## src/rtl/sine_gen_dds.sv

```systemverilog
// Direct-digital-synthesis sine generator: phase accumulator, folded quarter-wave ROM, 2-stage output pipeline.
// Optional +90 degree cosine output is built when SINE_GEN_DDS_COS_EN is defined.
module sine_gen_dds #(
  parameter int PW = 16,
  parameter int AW = 5,
  parameter int DW = 8
) (
  input  logic          clock,
  input  logic          reset_n,
  input  logic          enable,
  input  logic          phase_clr,
  input  logic [PW-1:0] ftw_in,
  input  logic          ftw_valid,
  output logic          ftw_ready,
  output logic [DW-1:0] sine,
  output logic          sine_valid,
  output logic          wrap
`ifdef SINE_GEN_DDS_COS_EN
  ,
  output logic [DW-1:0] cosine
`endif
);

  localparam int            TN  = 2 ** AW;
  localparam logic [PW-1:0] QTR = PW'(1) << (PW - 2);

  // Elaboration-time sine in Q28 fixed point (Taylor series) so the ROM stays parametrised.
  function automatic longint tab_val(longint i);
    longint x, x2, term, sum, amp;
    x    = (64'sd843314857 * (2 * i + 1)) >>> (AW + 2);
    x2   = (x * x) >>> 28;
    term = x;
    sum  = x;
    for (int k = 1; k <= 9; k++) begin
      term = -((term * x2) >>> 28) / longint'((2 * k) * (2 * k + 1));
      sum += term;
    end
    amp = (64'sd1 <<< (DW - 1)) - 64'sd1;
    return (amp * sum + (64'sd1 <<< 27)) >>> 28;
  endfunction

  // Quadrant fold: odd quadrants read the table backwards.
  function automatic logic [AW-1:0] fold_addr(logic [AW+1:0] top);
    logic [AW-1:0] idx;
    idx = top[AW-1:0];
    return top[AW] ? ~idx : idx;
  endfunction

  logic [DW-2:0] tab [TN];

  for (genvar i = 0; i < TN; i++) begin : g_tab
    localparam longint TV = tab_val(longint'(i));
    assign tab[i] = TV[DW-2:0];
  end

  logic [PW-1:0] acc, ftw_reg, pend_ftw;
  logic          pend;
  logic [PW:0]   sum;
  logic          carry, apply, xfer;

  assign sum       = {1'b0, acc} + {1'b0, ftw_reg};
  assign carry     = enable & sum[PW];
  assign apply     = pend & (phase_clr | ~enable | carry);
  assign xfer      = ftw_valid & ~pend;
  assign ftw_ready = ~pend;

  // NOTE: all sequential state uses non-blocking assignment so every register samples pre-edge values.
  always_ff @(posedge clock or negedge reset_n) begin
    if (!reset_n) begin
      acc      <= '0;
      ftw_reg  <= '0;
      pend_ftw <= '0;
      pend     <= 1'b0;
      wrap     <= 1'b0;
    end else begin
      if (phase_clr)   acc <= '0;
      else if (enable) acc <= sum[PW-1:0];
      wrap <= carry & ~phase_clr;
      // apply needs pend set and xfer needs it clear, so they never coincide
      if (apply) begin
        ftw_reg <= pend_ftw;
        pend    <= 1'b0;
      end else if (xfer) begin
        pend_ftw <= ftw_in;
        pend     <= 1'b1;
      end
    end
  end

  logic [DW-2:0] mag;
  logic          sgn, v1;

  // NOTE: the table is a constant ROM and needs no reset; only the pipeline registers are reset.
  always_ff @(posedge clock or negedge reset_n) begin
    if (!reset_n) begin
      mag        <= '0;
      sgn        <= 1'b0;
      v1         <= 1'b0;
      sine       <= '0;
      sine_valid <= 1'b0;
    end else begin
      mag        <= tab[fold_addr(acc[PW-1 -: AW+2])];
      sgn        <= acc[PW-1];
      v1         <= enable;
      sine_valid <= v1;
      if (v1) sine <= sgn ? -{1'b0, mag} : {1'b0, mag};
    end
  end

`ifdef SINE_GEN_DDS_COS_EN
  logic [PW-1:0] acc_c;
  logic [DW-2:0] mag_c;
  logic          sgn_c;

  assign acc_c = acc + QTR;

  always_ff @(posedge clock or negedge reset_n) begin
    if (!reset_n) begin
      mag_c  <= '0;
      sgn_c  <= 1'b0;
      cosine <= '0;
    end else begin
      mag_c <= tab[fold_addr(acc_c[PW-1 -: AW+2])];
      sgn_c <= acc_c[PW-1];
      if (v1) cosine <= sgn_c ? -{1'b0, mag_c} : {1'b0, mag_c};
    end
  end
`endif

endmodule
```

## config.mk

```make
export PLATFORM = sky130hd
export DESIGN_NAME = sine_gen_dds
export DESIGN_NICKNAME = d
export VERILOG_FILES = /design/src/rtl/sine_gen_dds.sv
export SDC_FILE = /design/constraint.sdc
export NUM_CORES = 1
export LEC_CHECK = 0
export CAP_MARGIN = 0
export CORE_ASPECT_RATIO = 2
export CORE_MARGIN = 2
export CORE_UTILIZATION = 58
export DETAILED_ROUTE_END_ITERATION = 10
export PLACE_DENSITY_LB_ADDON = 0.08
export SYNTH_ARGS = -nofsm -noshare
export SYNTH_HDL_FRONTEND = slang
export SYNTH_SLANG_ARGS = --single-unit
```

## constraint.sdc

```tcl
create_clock -name clock -period 3.5 [get_ports clock]
set_input_delay 0.525 -clock clock [delete_from_list [all_inputs] [get_ports clock]]
set_output_delay 0.525 -clock clock [all_outputs]
set_load 0.01 [all_outputs]
```

# Word-level counts from Yosys, hierarchy flattened
# Memory sizes are Yosys's and may differ from the RTL's. A register that Yosys moved wholly into a read port is not among the register bits.
# Cells that the tools add are included.
# totals
regBits	61
latch_bits	0
mem_bits_rw	0
mem_bits_ro	224
inputBits	21
out_inout_bits	11
wordCells	34
n_memories	1
# memory_table
memory	depth	word_bits	rd	rd_ports_with_merged_regs	write_ports	line	text
(name not given)	32	7	1	1	0	102	mag <= tab[fold_addr(acc[PW-1 -: AW+2])];
# classes
add_sub_neg	2
mul	0
n_div	0
magnitude_cmp	0
eq_ne	0
shifts	0
mux	6
bitwise_logic	12
reduce_logical	4
# op_table
operator	n
16-bit two-way mux	2
16-bit by 16-bit adder with 17-bit output	1
8-bit two-way mux	1
7-bit negator with 8-bit output	1
5-bit inverter with 6-bit output	1
5-bit two-way mux	1
5-bit inverter	1
1-bit bitwise AND	4
1-bit inverter	4
2-bit nonzero test	2
1-bit two-way mux	2
1-bit bitwise OR	2
2-bit AND reduction	1
1-bit logical NOT	1

# Logic depth before layout (Yosys ltp)
# logic_depth
ltp_word	6
ltp_mapped	9
depth_no_buf	8

# Least setup slack after synthesis
# OpenSTA, ideal clock, no wires.
# synth_timing
path_type	register -> register
from	register acc[0]
to	register acc[12]
setup_ns	0.104
arrival_ns	2.346
t_required_ns	3.396
setup_slack_ns	1.050
stages_incl_launch_ff	9
path_buffers	0
period_less_slack_ns	2.450
cell_sequence	dfrtp_1 ha_1 fa_1 a21o_1 a221oi_2 o21ai_1 a21o_1 or4b_1 o311ai_1
# synth_via
elab_chain_len	3
# synth_rtl
element	line	text
start, declared	56	logic [PW-1:0] acc, ftw_reg, pend_ftw;
start signal, assigned	77	else if (enable) acc <= sum[PW-1:0];
16-bit by 16-bit adder with 17-bit output	61	assign sum = {1'b0, acc} + {1'b0, ftw_reg};
16-bit two-way mux	77	
16-bit two-way mux	76	if (phase_clr) acc <= '0;
# Every way passes these cells. The select of a mux whose other input is x is not followed.
# A chain may end at the register's enable or synchronous reset.

# Worst setup path after layout
# layout_timing
from	register acc[13]
to	register ftw_reg[7]
# layout_via
elab_chain_len	4
# layout_rtl
element	line	text
16-bit by 16-bit adder with 17-bit output	61	
1-bit bitwise AND	62	assign carry = enable & sum[PW];
1-bit bitwise OR	63	assign apply = pend & (phase_clr | ~enable | carry);
1-bit bitwise AND	63	
end signal, assigned	81	ftw_reg <= pend_ftw;
end, declared	56	
# Every way passes these cells.

==> results.cfg <==
[synthesis]
synth_fp_nets = 433
synth-seq-cells = 68
synth-simple-area-share_pct = 12.6
synthCells = 388
async_flop_share_pct = 100
yosys.area_share.adder_pct = 7.78
synth_edf_count = 0
syn_area_per_cell_um2 = 10.2
synthesis.area_um2 = 3960
ys.flop_type = dfrtp_1
yosys-mux-area-fraction_pct = 12.5
yosys_warnings = 0
synth_xor_area_share_pct = 4.65
synth.distinct_cells = 56
synth_top_family_by_area = compound AO/OA/AOI/OAI gates
synth_seq_area_share_pct = 43.0
synth_compound_area_share_pct = 15.9

[cts]
cts_tree = done
h-tree-depth = 3
ctsHoldBuffers = 0
clockRootBuffer = clkbuf_16
clkLatencyLatePin_ns = 0.34
ctsResizeCount = 0
numCtsBuffers = 9
path_clk_slew_ns = 0.05
clock_sinks = 68
clockBufferDepth = 2
cts_setup_buffers = 0

[detailed_routing]
vias = 3056
wirelength_um = 9460
avgRoutedWirePerCell_um = 18.4
firstDrtPassIters = 4
drtIter0Drc = 153
viasPerCell = 5.96
ant_nets = 0
drc = 0

[setup_path]
start_kind = flip-flop
worstSetupPathType = reg -> reg
r2r_end = ftw_reg[7]
arrival_ns = 2.95
reg2reg_slack_ns = 0.77
critical_path_required_ns = 3.72
critPathCaptureType = flip-flop
cp_max_fo = 12
timing.rr.start = acc[13]
reg2reg_depth = 8

[cells_and_area]
nets = 465
final_util_pct = 70.5
drive_gt1_share_pct = 12.9
areaGrowthSynthToFinish_pct = 18.1
diodes = 0
fill_cells = 519
multi_input_area_um2 = 2110
ff_latch_area_um2 = 1700

[grt]
grt_overflow_total = 0
grt.total_usage_pct = 27.6
grt_pass1_vias = 3102
grt_pass1_wl_um = 15600
grt_max_degree = 42
antenna_found_initial = 0

[floorplanning]
die_w_um = 62.4
start_util_pct = 59.7
die_h_um = 121
dieArea_um2 = 7540
core-area_um2 = 6620
io_pins = 32
placementRows = 42

[sta]
slew-limit-headroom_pct = 49.9
finClkSkew_ns = 0.00510
tns_ns = 0
fmax_mhz = 367
maxSlewViolCount = 0
period_minus_slack_ns = 2.73
final-setup-viol-count = 0
hold_viol = 0
worst_slew_pin_slew_ns = 0.746
rsz0062_at_grt = false
timing.final.crit_share_pct = 77.9

[place]
place_hpwl_um = 7170
io_buffer_count = 31
globalplace.congestion = 0.958

[min_path]
hold_path_class = in -> async

[power_and_ir_drop]
power.leakage_nw = 2.12
ir_drop_mv = 0.603
pwr_density_cell_nw_per_um2 = 1080

[status]
status = complete, no violations

[flow_run]
max-cap-violations = 0
==> kinds of logic after synthesis <==
kind of cell               after synthesis
buffers and inverters                   33
muxes                                   44
xor gates and xnor gates                21
AOI/OAI and AO/OA                       94
adders and majority gates               24
DFF                                     68
and+or+nand+nor                        104
==> synth_stat cells (all sizes together), types with 3 or more instances <==
master / instances / area share (%)
mux2: 34 / 9.7
nor2b: 5 / 0.85
o21a: 5 / 0.95
a21o: 8 / 1.5
or3: 6 / 0.95
xnor2: 10 / 2.2
a211oi: 4 / 0.76
a22oi: 3 / 0.57
a221oi: 4 / 1.0
xor2: 11 / 2.4
ha: 23 / 7.3
a21oi: 26 / 3.3
nand3: 4 / 0.51
nor3: 4 / 0.51
nand2: 31 / 2.9
mux2i: 9 / 2.3
a31oi: 5 / 0.95
o21ai: 21 / 2.8
dfrtp: 68 / 43
inv: 15 / 1.4
buf: 7 / 1.1
nand4: 3 / 0.47
clkbuf: 11 / 1.0
and3: 9 / 1.5
nor2: 33 / 3.1
o31ai: 3 / 0.57
==> final cells by class <==
type | count | share of cell area, %
inverters | 15 | 1.21
well taps | 88 | 2.36
clock buffers | 11 | 5.41
flip-flops and latches | 68 | 36.4
clock inverters | 5 | 1.29
repair buffers | 39 | 8.09
multi-input cells | 287 | 45.2
==> cells in the final DEF, fill, tap and decap left out, drive strengths merged, types with 9 or more instances in the layout <==
master and instances:
inv 15, nor2 33, dfrtp 68, buf 9, mux2 34, clkdlybuf4s50 30
xnor2 10, mux2i 9, clkbuf 11, nand2 31, ha 23, a21oi 26
and3 9, xor2 11, o21ai 21
==> power by group <==
| group | switching, mW | total, mW | internal (mW) |
|---|---|---|---|
| logic | 1.53 | 2.72 | 1.19 |
| registers | 0.272 | 1.39 | 1.12 |
| clock network | 0.333 | 0.923 | 0.590 |
| total | 2.13 | 5.03 | 2.89 |
==> worst max-delay path, cell delays in order (launching register included) <==
cell and delay (ns):
dfrtp_1 0.50, ha_1 0.43, a21o_1 0.21, and3_1 0.18, a2111oi_1 0.42, o21a_1 0.18
o21ai_2 0.14, buf_4 0.23, mux2_1 0.32
==> routing by layer <==
| layer | GRT usage (%) | vias to the layer above | part of all wire, % |
|---|---|---|---|
| met1 | 27.8 | 1483 | 35 |
| met5 | 0 | - | 0 |
| met2 | 51.6 | 75 | 57 |
| met3 | 2.51 | 37 | 2.7 |
| li1 | - | 1461 | - |
| met4 | 20.8 | 0 | 6.0 |
==> per-stage QoR <==
stage | total power [mW] | hold slack (ns) | worst slack, ns | instances | instance area (µm²)
6_report | 5.03 | 0.215 | 0.773 | 513 | 4670
5_1_grt | 5.45 | 0.291 | 0.505 | 513 | 4670
4_1_cts | 5.04 | 0.228 | 0.767 | 513 | 4670
3_5_place_dp | 4.09 | 0.406 | 0.769 | 497 | 4360
3_3_place_gp | 4.01 | 0.403 | 0.792 | 497 | 4360
2_1_floorplan | 3.35 | 0.229 | 1.05 | 388 | 3960
==> how the worst max path moves through the flow <==
stage	start	endpoint	slack [ns]	depth (start not counted)
floorplan	acc[0]	acc[12]	1.05	8
global placement	acc[12]	ftw_reg[6]	0.79	7
detailed placement	acc[12]	ftw_reg[14]	0.77	7
CTS	acc[12]	ftw_reg[7]	0.77	7
global route	acc[5]	ftw_reg[15]	0.50	8
finish	acc[13]	ftw_reg[7]	0.77	8
No activity file was read; power rests on OpenSTA's default activity.
